`src/rtl/irq_sequencer_if.sv`:
```
// Signal bundle between the interrupt sequencer and the core/register file.
// The master side is the core and register file; the slave side is the sequencer.
interface irq_sequencer_if #(
  parameter int CAUSE_W = 8
);
  logic               i_irq;
  logic               i_irq_en;
  logic [CAUSE_W-1:0] i_cause;
  logic               i_core_pc_en;
  logic               i_ret;
  logic [31:0]        i_ret_addr;
  logic               o_int_mode;
  logic [1:0]         o_irq_bak;
  logic [31:0]        o_irq_r0;
  logic [31:0]        o_irq_r1;
  logic               o_pc_en;
  logic [31:0]        o_pc_reg;
  logic               o_flush;
  logic               o_busy;

  modport master (
    output i_irq, i_irq_en, i_cause, i_core_pc_en, i_ret, i_ret_addr,
    input  o_int_mode, o_irq_bak, o_irq_r0, o_irq_r1, o_pc_en, o_pc_reg, o_flush, o_busy
  );

  modport slave (
    input  i_irq, i_irq_en, i_cause, i_core_pc_en, i_ret, i_ret_addr,
    output o_int_mode, o_irq_bak, o_irq_r0, o_irq_r1, o_pc_en, o_pc_reg, o_flush, o_busy
  );
endinterface

```
`src/rtl/irq_sequencer.sv`:
```
// Interrupt entry/exit sequencer for the banked register file.
// Walks SAVE -> LINK -> ENTER -> ACTIVE -> EXIT and redirects the PC on entry and exit.
module irq_sequencer #(
  parameter logic [31:0] VECTOR  = 32'h0000_0018,
  parameter int          CAUSE_W = 8
) (
  input  logic             clk,
  input  logic             rst_n,
  input  logic             en,
  irq_sequencer_if.slave   bus
);

  typedef enum logic [2:0] {
    IDLE   = 3'd0,
    SAVE   = 3'd1,
    LINK   = 3'd2,
    ENTER  = 3'd3,
    ACTIVE = 3'd4,
    EXIT   = 3'd5
  } state_t;

  state_t             state, state_nxt;
  logic               pending;
  logic [CAUSE_W-1:0] cause_q;
  logic [15:0]        count;
  logic [31:0]        ret_q;
  logic               accept;
  logic               ret_take;

  assign accept   = (state == IDLE) && en && bus.i_irq_en && (pending || bus.i_irq);
  assign ret_take = (state == ACTIVE) && en && bus.i_ret;

  always_ff @(posedge clk or negedge rst_n) begin
    if (!rst_n) state <= IDLE;
    else        state <= state_nxt;
  end

  always_comb begin
    state_nxt = state;
    unique case (state)
      IDLE:    if (accept)   state_nxt = SAVE;
      SAVE:    if (en)       state_nxt = LINK;
      LINK:    if (en)       state_nxt = ENTER;
      ENTER:   if (en)       state_nxt = ACTIVE;
      ACTIVE:  if (ret_take) state_nxt = EXIT;
      EXIT:    if (en)       state_nxt = IDLE;
      default:               state_nxt = IDLE;
    endcase
  end

  // Requests are latched regardless of en/state so none are lost during a sequence.
  always_ff @(posedge clk or negedge rst_n) begin
    if (!rst_n) begin
      pending <= 1'b0;
      cause_q <= '0;
      count   <= '0;
      ret_q   <= '0;
    end else begin
      pending <= accept ? 1'b0 : (pending | bus.i_irq);
      if (accept) begin
        cause_q <= bus.i_cause;
        count   <= count + 16'd1;
      end
      if (ret_take) ret_q <= bus.i_ret_addr;
    end
  end

  always_comb begin
    bus.o_int_mode = 1'b0;
    bus.o_irq_bak  = 2'b00;
    bus.o_pc_en    = 1'b0;
    bus.o_flush    = 1'b0;
    bus.o_pc_reg   = 32'h0;
    bus.o_busy     = (state != IDLE);
    unique case (state)
      IDLE, SAVE: ;
      // Banked r14 takes the in-flight branch target when the pipeline is writing PC.
      LINK:   bus.o_irq_bak = bus.i_core_pc_en ? 2'b11 : 2'b10;
      ENTER: begin
        bus.o_int_mode = 1'b1;
        bus.o_irq_bak  = 2'b10;
        bus.o_pc_en    = en;
        bus.o_flush    = en;
        bus.o_pc_reg   = VECTOR;
      end
      ACTIVE: begin
        bus.o_int_mode = 1'b1;
        bus.o_irq_bak  = 2'b10;
      end
      EXIT: begin
        bus.o_pc_en  = en;
        bus.o_flush  = en;
        bus.o_pc_reg = ret_q;
      end
      default: ;
    endcase
  end

  assign bus.o_irq_r0 = {{(32-CAUSE_W){1'b0}}, cause_q};
  assign bus.o_irq_r1 = {16'h0, count};

endmodule

```
`src/flat_wrapper.sv`:
```
// flat-port wrapper written by rule: the top's interface ports become plain ports
module irq_sequencer_flat 
#(
  parameter logic [31:0] VECTOR  = 32'h0000_0018,
  parameter int          CAUSE_W = 8
)
  (clk, rst_n, en, bus_i_irq, bus_i_irq_en, bus_i_cause, bus_i_core_pc_en, bus_i_ret, bus_i_ret_addr, bus_o_int_mode, bus_o_irq_bak, bus_o_irq_r0, bus_o_irq_r1, bus_o_pc_en, bus_o_pc_reg, bus_o_flush, bus_o_busy);
  irq_sequencer_if #(.CAUSE_W(CAUSE_W)) bus_i ();
  input  logic clk;
  input  logic rst_n;
  input  logic en;
  input wire logic [$bits(bus_i.i_irq)-1:0] bus_i_irq;
  input wire logic [$bits(bus_i.i_irq_en)-1:0] bus_i_irq_en;
  input wire logic [$bits(bus_i.i_cause)-1:0] bus_i_cause;
  input wire logic [$bits(bus_i.i_core_pc_en)-1:0] bus_i_core_pc_en;
  input wire logic [$bits(bus_i.i_ret)-1:0] bus_i_ret;
  input wire logic [$bits(bus_i.i_ret_addr)-1:0] bus_i_ret_addr;
  output wire logic [$bits(bus_i.o_int_mode)-1:0] bus_o_int_mode;
  output wire logic [$bits(bus_i.o_irq_bak)-1:0] bus_o_irq_bak;
  output wire logic [$bits(bus_i.o_irq_r0)-1:0] bus_o_irq_r0;
  output wire logic [$bits(bus_i.o_irq_r1)-1:0] bus_o_irq_r1;
  output wire logic [$bits(bus_i.o_pc_en)-1:0] bus_o_pc_en;
  output wire logic [$bits(bus_i.o_pc_reg)-1:0] bus_o_pc_reg;
  output wire logic [$bits(bus_i.o_flush)-1:0] bus_o_flush;
  output wire logic [$bits(bus_i.o_busy)-1:0] bus_o_busy;
  assign bus_i.i_irq = bus_i_irq;
  assign bus_i.i_irq_en = bus_i_irq_en;
  assign bus_i.i_cause = bus_i_cause;
  assign bus_i.i_core_pc_en = bus_i_core_pc_en;
  assign bus_i.i_ret = bus_i_ret;
  assign bus_i.i_ret_addr = bus_i_ret_addr;
  assign bus_o_int_mode = bus_i.o_int_mode;
  assign bus_o_irq_bak = bus_i.o_irq_bak;
  assign bus_o_irq_r0 = bus_i.o_irq_r0;
  assign bus_o_irq_r1 = bus_i.o_irq_r1;
  assign bus_o_pc_en = bus_i.o_pc_en;
  assign bus_o_pc_reg = bus_i.o_pc_reg;
  assign bus_o_flush = bus_i.o_flush;
  assign bus_o_busy = bus_i.o_busy;
  irq_sequencer #(.VECTOR(VECTOR), .CAUSE_W(CAUSE_W)) u_core (.clk(clk), .rst_n(rst_n), .en(en), .bus(bus_i));
endmodule
```
`config.mk`:
```
export PLATFORM = sky130hd
export DESIGN_NAME = irq_sequencer_flat
export DESIGN_NICKNAME = d
export VERILOG_FILES = /design/src/rtl/irq_sequencer_if.sv /design/src/rtl/irq_sequencer.sv /design/src/flat_wrapper.sv
export SDC_FILE = /design/constraint.sdc
export NUM_CORES = 1
export LEC_CHECK = 0
export BUFFER_PORTS_ARGS = -buffer_cell sky130_fd_sc_hd__buf_2
export CAP_MARGIN = 0
export CELL_PAD_IN_SITES_DETAIL_PLACEMENT = 0
export CELL_PAD_IN_SITES_GLOBAL_PLACEMENT = 1
export CORE_AREA = 2 2 94 96
export DETAILED_ROUTE_END_ITERATION = 8
export DIE_AREA = 0 0 96 98
export PLACE_DENSITY_LB_ADDON = 0.1
export SLEW_MARGIN = 20
export SYNTH_ARGS = -nofsm -noshare
export SYNTH_HDL_FRONTEND = slang
export SYNTH_SLANG_ARGS = --single-unit
```
`constraint.sdc`:
```
create_clock -name clk -period 5 [get_ports clk]
set_input_delay 0.25 -clock clk [delete_from_list [all_inputs] [get_ports clk]]
set_output_delay 0.25 -clock clk [all_outputs]
set_load 0.05 [all_outputs]
```
**Yosys cells after proc, flatten, opt, wreduce, memory -nomap -nowiden**

Index checks and enable logic that the tools add are counted.

- Reductions and logical operators: 11
- Equality and inequality tests: 11
- Bitwise logic cells: 1
- Multiplexer cells: 13
- $add $sub $neg: 1

Operators by type and width:

| operator | number |
|---|---|
| 32-bit one-hot mux with 2 select lines | 1 |
| 3-bit 2-to-1 mux | 6 |
| 3-bit one-hot mux with 6 select lines | 1 |
| 16-bit by 1-bit adder with 16-bit output, second input constant | 1 |
| 2-bit inequality test, second input constant | 4 |
| 3-bit by 2-bit equality test with 1-bit output, second input constant | 2 |
| 3-bit equality test, second input constant | 2 |
| 6-bit AND reduction | 1 |
| 1-bit logical AND | 5 |
| 1-bit 2-to-1 mux | 4 |
| 2-bit by 1-bit inequality test with 1-bit output, second input constant | 2 |
| 2-bit one-hot mux with 2 select lines | 1 |
| 2-bit OR reduction | 2 |
| 3-bit by 1-bit equality test with 1-bit output, second input constant | 1 |
| 3-bit logical NOT | 1 |
| 3-bit nonzero test | 1 |
| 1-bit logical OR | 1 |
| 1-bit bitwise OR | 1 |

- Output and inout port bits: 102
- Bits in registers: 60
- Logic and storage cells: 42
- Bits of input ports: 47

**Longest topological paths before layout**

Gate-level depths: netlist of run 1.

- Depth in word-level cells: 6
- Gate-level depth with buffers: 7
- Gate-level depth less buffers: 5

**Worst setup path before layout of run 1**

No wires, ideal clock.

- Kind: reg2out
- From: register u_core.state[1]
- To: output port bus_o_pc_reg[3]
- Path buffers: 1
- Cell stages (with the launch flop): 5
- Data required time: 4750 ps
- Arrival time: 1923 ps
- Path slack: 2827 ps
- Cells stage by stage: dfrtp_1 buf_6 and2b_1 nand2_1 a21boi_0

- Longest elaborated chain between the ends: 2
- Elaborated cells between the ends (all ways): 3
- Those cells by class: 2 x eq/ne; 1 x mux

Ends and longest elaborated chain:

| what | RTL line | RTL |
|---|---|---|
| start, declared | irq_sequencer.sv:22 | `state_t state, state_nxt;` |
| start signal, assigned | irq_sequencer.sv:35 | `else state <= state_nxt;` |
| 3-bit equality test / 3-bit by 2-bit equality test with 1-bit output (equally long branches) | irq_sequencer.sv:75 | `unique case (state)` |
| 32-bit one-hot mux with 2 select lines (*) | irq_sequencer.sv:75 |  |
| end, declared | flat_wrapper.sv:23 | `output wire logic [$bits(bus_i.o_pc_reg)-1:0] bus_o_pc_reg;` |

Every way passes the cells marked *; elsewhere a longest branch is shown, timed or not.

**Final worst setup path of run 1**

- From: register u_core.state[1]
- To: output port bus_o_pc_reg[4]

Same word-level chain as after synthesis.

==> results of run 1 <==
placed cells by master (no fill, tap or decap), drive strengths merged, types with 9 or more instances in the layout:
| master | count |
|---|---|
| conb | 40 |
| mux2 | 41 |
| and3 | 34 |
| nand2 | 12 |
| nor2 | 9 |
| xnor2 | 13 |
| clkbuf | 11 |
| dfrtp | 60 |
| buf | 110 |
registers in the layout, indices dropped and copies added, names as in the netlist:
| register | count |
|---|---|
| u_core.count | 16 |
| u_core.cause_q | 8 |
| u_core.pending | 1 |
| u_core.ret_q | 32 |
| u_core.state | 3 |
layer usage:
metal	GRT usage, %	routed length [um]	vias up
met5	0	0	-
met1	18.36	2782	1019
met3	5.478	536	6
met4	5.934	75	0
met2	20.99	2996	89
li1	-	-	1012
critical path, stage by stage (launching register included):
cell	delay, ns
dfrtp_1	0.46
and2b_1	0.87
nand2_1	0.11
a21boi_0	0.18
buf_2	0.29
how the worst max path moves through the flow:
stage,end,start,cells after the start
2_1_floorplan,bus_o_pc_reg[3],u_core.state[1],4
3_3_place_gp,u_core.cause_q[6],u_core.state[0],3
3_5_place_dp,u_core.cause_q[5],u_core.state[0],3
4_1_cts,u_core.cause_q[5],u_core.state[0],3
5_1_grt,bus_o_pc_reg[4],u_core.state[1],4
6_report,bus_o_pc_reg[4],u_core.state[1],4
cell type report:
cell class,instances,area (um^2)
clock buffer,11,141.4
clock inverter,3,15.01
fill,883,4847
multi-input combinational,182,1269
sequential,60,1503
tap,108,135.1
timing repair buffer,110,555.5
through the flow:
stage                     util (%)  setup WS [ns]  hold WS, ns  total power, mW  instance area [um^2]
after global placement       40.88          2.314       0.4640            1.639                  3461
final                        42.74          2.518      0.07740            1.996                  3618
after detailed placement     40.88          2.322       0.4624            1.649                  3461
after global routing         42.74          2.334       0.1267            2.120                  3618
after CTS                    42.73          2.323       0.1033            2.023                  3617
after floorplan                  -          2.827     -0.04559            1.501                  3149
power by group through the flow:
stage | Clock (mW) | Combinational [mW] | Sequential, mW
3_3_place_gp | 0 | 0.847 | 0.792
3_5_place_dp | 0 | 0.853 | 0.796
5_1_grt | 0.403 | 0.900 | 0.816
4_1_cts | 0.380 | 0.854 | 0.788
2_1_floorplan | 0 | 0.594 | 0.907
6_report | 0.363 | 0.845 | 0.787
cell families after synthesis:
logic type,after synthesis,synth area share [%]
other cells,1,0.1249
mux,42,15.71
fa+ha+maj,1,0.4166
xor+xnor,16,4.667
compound gates,7,1.333
simple gates,76,15.12
buf+inv,54,12.63
flops,60,50.00
==> flow_summary_export.csv, run 1 <==
group,metric,value,unit
outcome,outcome,"completed",
synth,avgSynthCellArea,11.68,um^2
worst_hold_path,hp-class,"input pin to asynchronous set/reset pin",
clocking,htreeDepth,3,
detailed_routing,dr.pass1.iters,4,
timing,layout_min_cycle_time,2.482,ns
timing,rsz0062_at_grt,"false",
power,ir_worst_vdd,253.5,uV
critical_path,reg2reg_to,"u_core.cause_q[5]",
power,switchingPower,905.3,uW
critical_path,cp-start-kind,"flop",
timing,fin_crit_sh,49.64,%
synth,syn_area,3003,um^2
synth,synth_area_leaders,"dfrtp_1 (50%), mux2_2 (15%), buf_4 (10%), and3_1 (7.1%), xnor2_1 (3.8%)",
critical_path,cp_max_fo,33,
power,p_leak,2.056,nW
power,p_per_area,551.5,nW/um^2
synth,syn_inst,257,
critical_path,worst_setup_path_end_kind,"output port",
layout,final_nets,411,
floorplanning,dieArea,9408,um^2
run,cap_violations,0,
detailed_routing,wire_per_inst,13.48,um
place,place_congestion,0.7139,
clocking,cts_root_buffer,"clkbuf_8",
global_routing,grt_max_degree,61,
detailed_routing,drc_errors,0,
detailed_routing,wl,6390,um
critical_path,crit_type,"flop to output port",
timing,tightest_slew,0.9664,ns
clocking,cts_buffers,9,
global_routing,grt_pass1_wl,10070,um
global_routing,grtUsageTotal,14.16,%
layout,fin_cells,474,
place,post-dp-hpwl,4322,um
timing,finalMaxSlewViolations,0,
synth,synth_most_common_cell,"dfrtp_1",
clocking,clock_latency,0.33,ns
critical_path,r2r_start,"u_core.state[0]",
clocking,cts_resized,0,
place,portBuffers,108,
synth,async_flop_share,100.0,%
floorplanning,start_util,35.47,%
synth,synth-edff-count,0,
critical_path,required,4.75,ns
timing,fmaxAchievable,0.4029,GHz
floorplanning,rows,34,
critical_path,arrival,2.23,ns
detailed_routing,routed_via_density,4.485,
layout,drive_above_1_share,46.17,%
clocking,cts_buffer_depth,2,
floorplanning,io_pins,149,
power,p_int,1.090,mW
synth,ys_ff_latch,60,
global_routing,antenna_found_initial,0,
timing,tns,0,ns
place,dp_cells,460,
global_routing,grt_pass1_vias,1977,
power,comb_power_share,42.3,%
global_routing,grt_remaining_overflow,0,
clocking,cts_sinks,60,
floorplanning,core,8466,um^2
synth,yosysUniqueCellTypes,27,
clocking,holdBufCountCts,0,
clocking,path_clk_slew,0.06,ns
critical_path,ff2ff_path_depth,3,
detailed_routing,antenna_left,0,
critical_path,reg2reg_slack,2.62,ns
layout,syn_to_final_growth,20.50,%
timing,fin_worst_skew,0.006817,ns
synth,ys.flop_type,"dfrtp_1",
detailed_routing,drt_iter0_markers,53,
synth,synth_top_area_share,50.00,%
power,clkPwrFrac,18.2,%
synth,synth_common_cells,"dfrtp_1 (60), buf_4 (41), mux2_2 (41)",
synth,yosysSeqAreaShare,50.00,%
clocking,cts_tree,"done",
power,p_seq_share,39.5,%
timing,max_slew_margin,35.58,%
clocking,postCtsSetupRepairBufs,0,
synth,netlist.top_cell.by_area,"dfrtp_1",
floorplanning,die_h,98,um
layout,antenna_cells,0,
timing,final-hold-violation-count,0,
synth,yosysWarnings,0,
timing,setup_viol_count_final,0,
detailed_routing,via_count,2126,
floorplanning,fp.dieW,96,um
power,swShare,45.37,%
Note: power is estimated with default switching activity, not from simulation.
==> run 2: changes to the inputs <==
--- a/config.mk
+++ b/config.mk
@@ -9,9 +9,9 @@
 export CAP_MARGIN = 0
 export CELL_PAD_IN_SITES_DETAIL_PLACEMENT = 0
 export CELL_PAD_IN_SITES_GLOBAL_PLACEMENT = 1
-export CORE_AREA = 2 2 94 96
+export CORE_AREA = 2 2 97 99
 export DETAILED_ROUTE_END_ITERATION = 8
-export DIE_AREA = 0 0 96 98
+export DIE_AREA = 0 0 99 101
 export PLACE_DENSITY_LB_ADDON = 0.1
 export SLEW_MARGIN = 20
 export SYNTH_ARGS = -nofsm -noshare
==> constraint.sdc (replaced) <==
create_clock -name clk -period 2.3 [get_ports clk]
set_input_delay 0.115 -clock clk [delete_from_list [all_inputs] [get_ports clk]]
set_output_delay 0.115 -clock clk [all_outputs]
set_load 0.05 [all_outputs]
==> flow_summary_export.csv, run 2 (synthesized netlist as in run 1, its figures left out) <==
group,metric,value,unit
outcome,outcome,"completed",
global_routing,antenna_found_initial,0,
detailed_routing,wire_per_inst,13.43,um
clocking,cts_root_buffer,"clkbuf_8",
floorplanning,start_util,33.45,%
global_routing,grt_pass1_vias,2311,
timing,hold_ws,0.01698,ns
detailed_routing,drt_iter0_markers,68,
clocking,clock_latency,0.34,ns
power,finalPower,4.764,mW
timing,fmaxAchievable,0.5116,GHz
timing,tns,0,ns
global_routing,grt_pass1_wl,11450,um
detailed_routing,routed_via_density,4.428,
layout,final_nets,451,
detailed_routing,dr.pass1.iters,4,
critical_path,r2r_start,"u_core.state[1]",
place,portBuffers,108,
layout,regMostFlops,"u_core.ret_q",
global_routing,grt_max_degree,40,
worst_hold_path,hold_start,"bus_i_ret_addr[18]",
floorplanning,rows,35,
critical_path,cp_slowest_stage_delay,0.46,ns
layout,largest_reg_flops,32,
power,ir_worst_vdd,592.7,uV
clocking,cts_buffer_depth,2,
timing,rsz0062_at_grt,"false",
critical_path,cp_max_fo,23,
timing,max_slew_margin,55.53,%
critical_path,arrival,1.84,ns
critical_path,cp-start-kind,"flop",
layout,multi_input_area,1269,um^2
worst_hold_path,whs_path_depth,2,
floorplanning,dieArea,9999,um^2
global_routing,grtUsageTotal,14.65,%
layout,drive_above_1_share,42.89,%
timing,tightest_slew,0.6671,ns
timing,fin_crit_sh,84.99,%
floorplanning,io_pins,149,
clocking,htreeDepth,3,
layout,regArea,1501,um^2
clocking,path_clk_slew,0.06,ns
timing,setup_viol_count_final,0,
layout,syn_to_final_growth,37.04,%
layout,nFillCells,847,
critical_path,worst_setup_path_end_kind,"output port",
worst_hold_path,hp-class,"input pin to flop",
clocking,cts_sinks,60,
clocking,postCtsSetupRepairBufs,0,
timing,final-hold-violation-count,0,
critical_path,ff2ff_path_depth,4,
floorplanning,fp.dieW,99,um
layout,final_common_cell,"buf_2",
clocking,cts_resized,0,
critical_path,slowest_stage,"dfrtp_1",
critical_path,cp_cell_sequence,"and2b_1 -> buf_4 -> nand2_1 -> a21boi_0 -> buf_2",
detailed_routing,antenna_left,0,
clocking,cts_buffers,9,
power,p_leak,2.277,nW
layout,top_regs,"u_core.ret_q: 32 flops, u_core.count: 16 flops, u_core.cause_q: 8 flops",
power,p_per_area,1158,nW/um^2
place,post-dp-hpwl,4728,um
critical_path,cp-startpoint,"u_core.state[1]",
detailed_routing,wl,6972,um
floorplanning,die_h,101,um
floorplanning,core,8977,um^2
layout,mostFrequentLayoutCells,"buf_2 (108), dfrtp_1 (60), mux2_2 (41)",
timing,finalMaxSlewViolations,0,
critical_path,crit_type,"flop to output port",
place,place_congestion,0.7138,
detailed_routing,drc_errors,0,
clocking,cts_tree,"done",
timing,fin_worst_skew,0.009245,ns
detailed_routing,via_count,2298,
run,cap_violations,0,
critical_path,required,2.18,ns
global_routing,grt_remaining_overflow,0,
timing,layout_min_cycle_time,1.955,ns
layout,antenna_cells,0,
-- run 2: final timing paths --
check                      slack (ns)                end
min in group asynchronous        0.35  u_core.cause_q[1]
hold / removal                   0.02   u_core.ret_q[18]
max in group asynchronous        1.32  u_core.cause_q[7]
setup / recovery                 0.35    bus_o_pc_reg[4]
hold reg to reg                  0.47   u_core.count[15]
setup reg to reg                 0.43  u_core.cause_q[4]
-- run 2: timing repair --
item,4_1_cts,5_1_grt
endpoints found under the hold margin,62,0
hold buffers,36,0
setup endpoints to repair,0,0
-- run 2: area by class of cell --
class / count / share of cell area (%)
timing repair buffer: 150 / 23.59
sequential: 60 / 36.49
tap: 111 / 3.375
clock buffer: 12 / 4.013
clock inverter: 4 / 1.703
multi-input combinational: 182 / 30.83
-- run 2: power breakdown --
| group | internal (mW) | switching (mW) |
|---|---|---|
| sequential | 1.42 | 0.213 |
| clock | 0.695 | 0.412 |
| combinational | 0.624 | 1.40 |
| total | 2.74 | 2.03 |
-- run 2: layer usage --
metal / global-route usage, % / part of all wire [%] / vias to the layer above
met5: 0 / 0 / -
met4: 7.271 / 2.2 / 0
met3: 3.121 / 5.5 / 10
met2: 23.44 / 48 / 91
met1: 18.84 / 44 / 1107
li1: - / - / 1090
-- run 2: critical path: cells and delay by family, from the launching register on --
family                 cells  cell delay (ns)
and+or+nand+nor            2             0.34
DFF                        1             0.46
AOI/OAI and AO/OA          1             0.17
buffers and inverters      2             0.54
-- run 2: per-stage QoR --
step	cell area (um^2)	instances	setup slack (ns)	utilization [%]
final	4115	519	0.3453	45.84
after CTS	4115	519	0.3096	45.84
after global placement	3520	467	0.4545	39.21
after detailed placement	3520	467	0.4251	39.21
after floorplan	3149	296	0.2622	-
after global routing	4115	519	0.2013	45.84
